`config.mk`:
```
export PLATFORM = sky130hd
export DESIGN_NAME = axil_rr_arbiter
export DESIGN_NICKNAME = d
export VERILOG_FILES = /design/src/rtl/axil_rr_arbiter.sv
export SDC_FILE = /design/constraint.sdc
export NUM_CORES = 1
export LEC_CHECK = 0
export CORE_AREA = 2 2 173 175
export DETAILED_ROUTE_END_ITERATION = 8
export DIE_AREA = 0 0 175 177
export GPL_TIMING_DRIVEN = 1
export PLACE_DENSITY = 0.47
export RECOVER_POWER = 25
export SLEW_MARGIN = 20
export SYNTH_ARGS = -nofsm -noshare
export SYNTH_HDL_FRONTEND = slang
export SYNTH_SLANG_ARGS = --single-unit
```
`constraint.sdc`:
```
create_clock -name ACLK -period 1.7 [get_ports ACLK]
set_clock_uncertainty 0.15 [all_clocks]
set_input_delay 0.425 -clock ACLK [delete_from_list [all_inputs] [get_ports ACLK]]
set_output_delay 0.425 -clock ACLK [all_outputs]
set_load 0.02 [all_outputs]
```
`src/rtl/axil_rr_arbiter.sv`:
```
// axil_rr_arbiter: shares one downstream AXI-Lite slave port between NM
// upstream masters. Read and write paths each have their own round-robin
// arbiter. A grant is held from address acceptance to response handshake,
// so at most one write and one read are outstanding downstream.
module axil_rr_arbiter #(
  parameter int AW = 32,
  parameter int DW = 32,
  parameter int NM = 2
) (
  input  logic                 ACLK,
  input  logic                 ARESETn,
  // upstream (per-master) write channels
  input  logic [NM*AW-1:0]     S_AWADDR,
  input  logic [NM-1:0]        S_AWVALID,
  output logic [NM-1:0]        S_AWREADY,
  input  logic [NM*DW-1:0]     S_WDATA,
  input  logic [NM*DW/8-1:0]   S_WSTRB,
  input  logic [NM-1:0]        S_WVALID,
  output logic [NM-1:0]        S_WREADY,
  output logic [NM*2-1:0]      S_BRESP,
  output logic [NM-1:0]        S_BVALID,
  input  logic [NM-1:0]        S_BREADY,
  // upstream (per-master) read channels
  input  logic [NM*AW-1:0]     S_ARADDR,
  input  logic [NM-1:0]        S_ARVALID,
  output logic [NM-1:0]        S_ARREADY,
  output logic [NM*DW-1:0]     S_RDATA,
  output logic [NM*2-1:0]      S_RRESP,
  output logic [NM-1:0]        S_RVALID,
  input  logic [NM-1:0]        S_RREADY,
  // downstream port
  output logic [AW-1:0]        M_AWADDR,
  output logic                 M_AWVALID,
  input  logic                 M_AWREADY,
  output logic [DW-1:0]        M_WDATA,
  output logic [DW/8-1:0]      M_WSTRB,
  output logic                 M_WVALID,
  input  logic                 M_WREADY,
  input  logic [1:0]           M_BRESP,
  input  logic                 M_BVALID,
  output logic                 M_BREADY,
  output logic [AW-1:0]        M_ARADDR,
  output logic                 M_ARVALID,
  input  logic                 M_ARREADY,
  input  logic [DW-1:0]        M_RDATA,
  input  logic [1:0]           M_RRESP,
  input  logic                 M_RVALID,
  output logic                 M_RREADY,
  // current owners
  output logic [NM-1:0]        wr_gnt,
  output logic [NM-1:0]        rd_gnt
);

  localparam int IW = $clog2(NM);
  localparam int SW = DW / 8;

  typedef enum logic [1:0] {WR_IDLE = 2'd0, WR_ADDR = 2'd1, WR_RESP = 2'd2} wr_state_t;
  typedef enum logic [1:0] {RD_IDLE = 2'd0, RD_ADDR = 2'd1, RD_RESP = 2'd2} rd_state_t;

  // First requester at or above ptr, wrapping NM-1 -> 0. Scanning downward
  // lets the nearest requester overwrite any farther one.
  function automatic logic [IW-1:0] rr_pick(input logic [NM-1:0] req, input logic [IW-1:0] ptr);
    logic [IW-1:0] pick;
    int j;
    pick = '0;
    for (int k = NM - 1; k >= 0; k--) begin
      j = int'(ptr) + k;
      if (j >= NM) j = j - NM;
      if (req[j]) pick = IW'(j);
    end
    return pick;
  endfunction

  // write path state
  wr_state_t      r_wr_state;
  logic [NM-1:0]  r_wr_gnt;
  logic [IW-1:0]  r_wr_idx;
  logic [IW-1:0]  r_wr_ptr;
  logic           r_aw_done;
  logic           r_w_done;

  // read path state
  rd_state_t      r_rd_state;
  logic [NM-1:0]  r_rd_gnt;
  logic [IW-1:0]  r_rd_idx;
  logic [IW-1:0]  r_rd_ptr;

  logic [NM-1:0]  w_wr_req;
  logic [IW-1:0]  w_wr_pick;
  logic [IW-1:0]  w_rd_pick;
  logic           w_aw_phase, w_w_phase, w_b_phase;
  logic           w_aw_fire, w_w_fire, w_b_fire;
  logic           w_ar_phase, w_r_phase;
  logic           w_ar_fire, w_r_fire;

  assign w_wr_req  = S_AWVALID | S_WVALID;
  assign w_wr_pick = rr_pick(w_wr_req, r_wr_ptr);
  assign w_rd_pick = rr_pick(S_ARVALID, r_rd_ptr);

  // a channel stops being forwarded as soon as it has completed
  assign w_aw_phase = (r_wr_state == WR_ADDR) && !r_aw_done;
  assign w_w_phase  = (r_wr_state == WR_ADDR) && !r_w_done;
  assign w_b_phase  = (r_wr_state == WR_RESP);
  assign w_ar_phase = (r_rd_state == RD_ADDR);
  assign w_r_phase  = (r_rd_state == RD_RESP);

  // downstream side, muxed from the registered owner index
  assign M_AWVALID = w_aw_phase && S_AWVALID[r_wr_idx];
  assign M_AWADDR  = w_aw_phase ? S_AWADDR[int'(r_wr_idx)*AW +: AW] : '0;
  assign M_WVALID  = w_w_phase && S_WVALID[r_wr_idx];
  assign M_WDATA   = w_w_phase ? S_WDATA[int'(r_wr_idx)*DW +: DW] : '0;
  assign M_WSTRB   = w_w_phase ? S_WSTRB[int'(r_wr_idx)*SW +: SW] : '0;
  assign M_BREADY  = w_b_phase && S_BREADY[r_wr_idx];
  assign M_ARVALID = w_ar_phase && S_ARVALID[r_rd_idx];
  assign M_ARADDR  = w_ar_phase ? S_ARADDR[int'(r_rd_idx)*AW +: AW] : '0;
  assign M_RREADY  = w_r_phase && S_RREADY[r_rd_idx];

  assign w_aw_fire = M_AWVALID && M_AWREADY;
  assign w_w_fire  = M_WVALID && M_WREADY;
  assign w_b_fire  = M_BVALID && M_BREADY;
  assign w_ar_fire = M_ARVALID && M_ARREADY;
  assign w_r_fire  = M_RVALID && M_RREADY;

  // upstream side: only the owner ever sees ready/valid/response data
  for (genvar gi = 0; gi < NM; gi++) begin : g_slv
    assign S_AWREADY[gi]        = r_wr_gnt[gi] && w_aw_phase && M_AWREADY;
    assign S_WREADY[gi]         = r_wr_gnt[gi] && w_w_phase && M_WREADY;
    assign S_BVALID[gi]         = r_wr_gnt[gi] && w_b_phase && M_BVALID;
    assign S_BRESP[gi*2 +: 2]   = (r_wr_gnt[gi] && w_b_phase) ? M_BRESP : 2'b00;
    assign S_ARREADY[gi]        = r_rd_gnt[gi] && w_ar_phase && M_ARREADY;
    assign S_RVALID[gi]         = r_rd_gnt[gi] && w_r_phase && M_RVALID;
    assign S_RRESP[gi*2 +: 2]   = (r_rd_gnt[gi] && w_r_phase) ? M_RRESP : 2'b00;
    assign S_RDATA[gi*DW +: DW] = (r_rd_gnt[gi] && w_r_phase) ? M_RDATA : '0;
  end

  assign wr_gnt = r_wr_gnt;
  assign rd_gnt = r_rd_gnt;

  // write FSM: arbitrate, collect AW and W in any order, then wait for B
  always_ff @(posedge ACLK or negedge ARESETn) begin
    if (!ARESETn) begin
      r_wr_state <= WR_IDLE;
      r_wr_gnt   <= '0;
      r_wr_idx   <= '0;
      r_wr_ptr   <= '0;
      r_aw_done  <= 1'b0;
      r_w_done   <= 1'b0;
    end else begin
      case (r_wr_state)
        WR_IDLE: begin
          if (|w_wr_req) begin
            r_wr_gnt   <= NM'(1) << w_wr_pick;
            r_wr_idx   <= w_wr_pick;
            r_aw_done  <= 1'b0;
            r_w_done   <= 1'b0;
            r_wr_state <= WR_ADDR;
          end
        end
        WR_ADDR: begin
          if ((r_aw_done || w_aw_fire) && (r_w_done || w_w_fire)) begin
            r_aw_done  <= 1'b0;
            r_w_done   <= 1'b0;
            r_wr_state <= WR_RESP;
          end else begin
            if (w_aw_fire) r_aw_done <= 1'b1;
            if (w_w_fire)  r_w_done  <= 1'b1;
          end
        end
        WR_RESP: begin
          if (w_b_fire) begin
            r_wr_gnt   <= '0;
            r_wr_ptr   <= (r_wr_idx == IW'(NM - 1)) ? '0 : r_wr_idx + 1'b1;
            r_wr_state <= WR_IDLE;
          end
        end
        default: r_wr_state <= WR_IDLE;
      endcase
    end
  end

  // read FSM: arbitrate, forward AR, then wait for R
  always_ff @(posedge ACLK or negedge ARESETn) begin
    if (!ARESETn) begin
      r_rd_state <= RD_IDLE;
      r_rd_gnt   <= '0;
      r_rd_idx   <= '0;
      r_rd_ptr   <= '0;
    end else begin
      case (r_rd_state)
        RD_IDLE: begin
          if (|S_ARVALID) begin
            r_rd_gnt   <= NM'(1) << w_rd_pick;
            r_rd_idx   <= w_rd_pick;
            r_rd_state <= RD_ADDR;
          end
        end
        RD_ADDR: begin
          if (w_ar_fire) r_rd_state <= RD_RESP;
        end
        RD_RESP: begin
          if (w_r_fire) begin
            r_rd_gnt   <= '0;
            r_rd_ptr   <= (r_rd_idx == IW'(NM - 1)) ? '0 : r_rd_idx + 1'b1;
            r_rd_state <= RD_IDLE;
          end
        end
        default: r_rd_state <= RD_IDLE;
      endcase
    end
  end

endmodule

```
==> impl_metrics.tcl <==
set metrics [dict create \
    synth_enable_flop_cells 0 \
    grt_max_degree 26 \
    cellPowerDensity_nw_per_um2 1630 \
    cts_sinks 14 \
    slowest_delay_ns 0.51 \
    worst_pin_slew_ns 0.440 \
    netlist_instances 399 \
    preCtsSetupSlack_ns -0.813 \
    failed_checks "negative setup slack" \
    critPathMaxFanout 6 \
    max_slew_margin_pct 70.7 \
    fin_crit_sh_pct 130 \
    initial_core_util_pct 9.58 \
    synth-seq-cells 14 \
    dieHeight_um 177 \
    setup_viol 196 \
    num_vias 5336 \
    area_growth_pct 338 \
    crit_type "reg2out" \
    yosys.area.top_type_share_pct 36.8 \
    rows 63 \
    drive_gt1_share_pct 67.4 \
    synthTopCellsByArea "mux2i_1 (37%), and3_1 (18%), nor2_1 (15%), dfrtp_1 (13%), buf_2 (3.6%)" \
    first_iter_violations 83 \
    finalHoldViolations 0 \
    synth_nets 652 \
    whs_path_depth 2 \
    worstPathCellList "buf_12 -> buf_12 -> mux2_4 -> and2_4 -> buf_6" \
    clk_pin_slew_worst_paths_ns 0.05 \
    fmax_mhz 452 \
    cpMaxStageDelayCell "dfrtp_4" \
    synth_cell_types 27 \
    root_buffer "clkbuf_16" \
    n_fill_cell 2761 \
    htree_num_levels 1 \
    ys_seq_area_share_pct 12.5 \
    dieArea_um2 31000 \
    startpoint_type "register" \
    track_usage_pct 13.6 \
    drv_slew 0 \
    grt_overflow 0 \
    timing.final.ws_setup_ns -0.515 \
    yosys_warnings 0 \
    grt_antenna_before_repair 0 \
    cts_buffers 3 \
    wl_per_cell_um 17.5 \
    power_uw 20000 \
    grt_pass1_wl_um 32200 \
    worstPathArrival_ns 1.64 \
    final_nets 1232 \
    async_reset_ff_share_pct 100 \
    cts_tree "built" \
    holdBufCountCts 0 \
    ios 444 \
    firstDrtPassIters 4 \
    cp_data_required_time_ns 1.12 \
    clock_latency_ns 0.24 \
    synthFlopType "dfrtp_1" \
    vdd_drop_max_mv 0.841 \
    clock_path_buffers 2 \
    place.gp.congestion 0.751 \
    hp-start "r_wr_ptr" \
    diodes 0 \
    coreArea_um2 29200 \
    synth.avg_cell_area_um2 7.02 \
    min_to "r_wr_ptr" \
    fin_crit_ns 2.21 \
    end_kind "primary output" \
    dieWidth_um 175 \
    rsz0062_at_grt "true" \
    viasPerCell 3.90 \
    syn_area_um2 2800 \
    drc 0 \
    grt_pass1_vias 5538 \
    drv_cap 0 \
    routed_wl_um 24000 \
    regToRegSetupSlack_ns -0.20 \
    r2r_end "r_wr_state[1]" \
    reg2regPathDepth 7 \
    p_leak_uw 0.00483 \
    portBuffers 443 \
    hp-class "reg2reg" \
    hpwl_um 17100 \
    yosysTopAreaCell "mux2i_1" \
    r2r_start "r_wr_idx" \
    path_common_cell "buf_12" \
    fin_area_um2 12300 \
    status "finished with violations" \
    ant_nets 0 \
    place_area_um2 9000 \
]
critical path: cells and delay by family (launching register included):
kind | cells | cell delay (ns)
and+or+nand+nor | 1 | 0.15
muxes | 1 | 0.32
buffers and inverters | 3 | 0.41
DFF | 1 | 0.51
synthesized netlist by cell type (2+ instances only):
cell type and n:
a21oi_1 3, nand3_1 3, a21o_1 2, nand2b_1 4, nand2_1 11, nor2_1 109, dfrtp_1 14, clkbuf_1 17
and2_1 3, nor2b_1 5, a32o_1 2, buf_2 20, o21ai_1 3, mux2_2 2, nor3_1 3, or2_1 2
and3_1 82, a31oi_1 3, mux2i_1 103
registers in the layout, summed over array words and instances (netlist names):
| register | flops |
|---|---|
| r_rd_state | 2 |
| r_aw_done | 1 |
| wr_gnt | 2 |
| r_rd_ptr | 1 |
| r_rd_idx | 1 |
| rd_gnt | 2 |
| r_w_done | 1 |
| r_wr_ptr | 1 |
| r_wr_state | 2 |
| r_wr_idx | 1 |
through the flow:
step | TNS [ns] | util [%] | std cells | hold WS (ns)
detailed placement | -108.67 | 30.8 | 1266 | 0.376
global route | -81.55 | 41.9 | 1368 | 0.405
CTS | -75.21 | 37.5 | 1339 | 0.368
floorplan | -8.99 | - | 399 | -0.0206
global placement | -108.54 | 30.8 | 1266 | 0.372
finish | -70.83 | 41.9 | 1368 | 0.380
final cells by class:
class	instances	area (µm²)	share of cell area (%)
Sequential cell	14	360	2.94
Clock buffer	4	88.8	0.724
Tap cell	390	488	3.98
Multi-Input combinational cell	347	4470	36.4
Timing Repair Buffer	613	6860	55.9
placed cells by master, fill, tap and decap left out, types with 4 or more instances in the layout:
cell / instances
buf_6: 237
dlygate4sd2_1: 4
buf_4: 64
and3_4: 79
clkbuf_16: 10
clkdlybuf4s50_1: 247
buf_16: 10
mux2i_2: 13
dfrtp_1: 8
dfrtp_2: 5
nor2_2: 6
nor2_1: 6
buf_12: 28
nand2_1: 8
nor2_4: 97
buf_8: 10
mux2i_1: 19
mux2i_4: 71
cells by family (layout without fill, tap and decap cells):
group / Yosys count / after routing / share of synthesized area [%]
compound gates: 18 / 18 / 4.51
buf+inv: 38 / 617 / 6.25
flops: 14 / 14 / 12.5
mux: 105 / 105 / 37.6
simple gates: 224 / 224 / 39.1
routing by layer:
| metal | routed length [µm] | vias to the layer above | global-route usage [%] |
|---|---|---|---|
| met4 | 520 | 0 | 3.33 |
| met2 | 13700 | 271 | 27.6 |
| met1 | 7890 | 2463 | 13.3 |
| met5 | 0 | - | 0 |
| met3 | 1880 | 24 | 3.89 |
| li1 | - | 2578 | - |
what timing repair did:
| action | 4_1_cts | 5_1_grt |
|---|---|---|
| resized for setup | 1247 | 258 |
| endpoints found under the setup margin | 201 | 199 |
| pin swaps | 33 | 55 |
| buffers inserted | 59 | 28 |
| gates cloned | 10 | 8 |
worst max path at each step:
stage	endpoint	from	cells after the start	slack [ns]
after floorplan	S_RDATA[0]	r_rd_state[1]	4	-0.07
after global placement	M_AWVALID	S_AWVALID[1]	4	-0.81
after detailed placement	M_AWVALID	S_AWVALID[1]	4	-0.81
after CTS	M_WVALID	r_wr_idx	5	-0.54
after global routing	M_BREADY	r_wr_idx	6	-0.56
final	M_WVALID	r_wr_idx	5	-0.51
power by group:
group | switching (µW) | leakage [µW] | internal, µW
Combinational | 8430 | 0.00462 | 10400
Clock | 146 | 0.0000442 | 357
Sequential | 183 | 0.000164 | 485
Total | 8760 | 0.00483 | 11200
(Power assumes the default switching activity.)
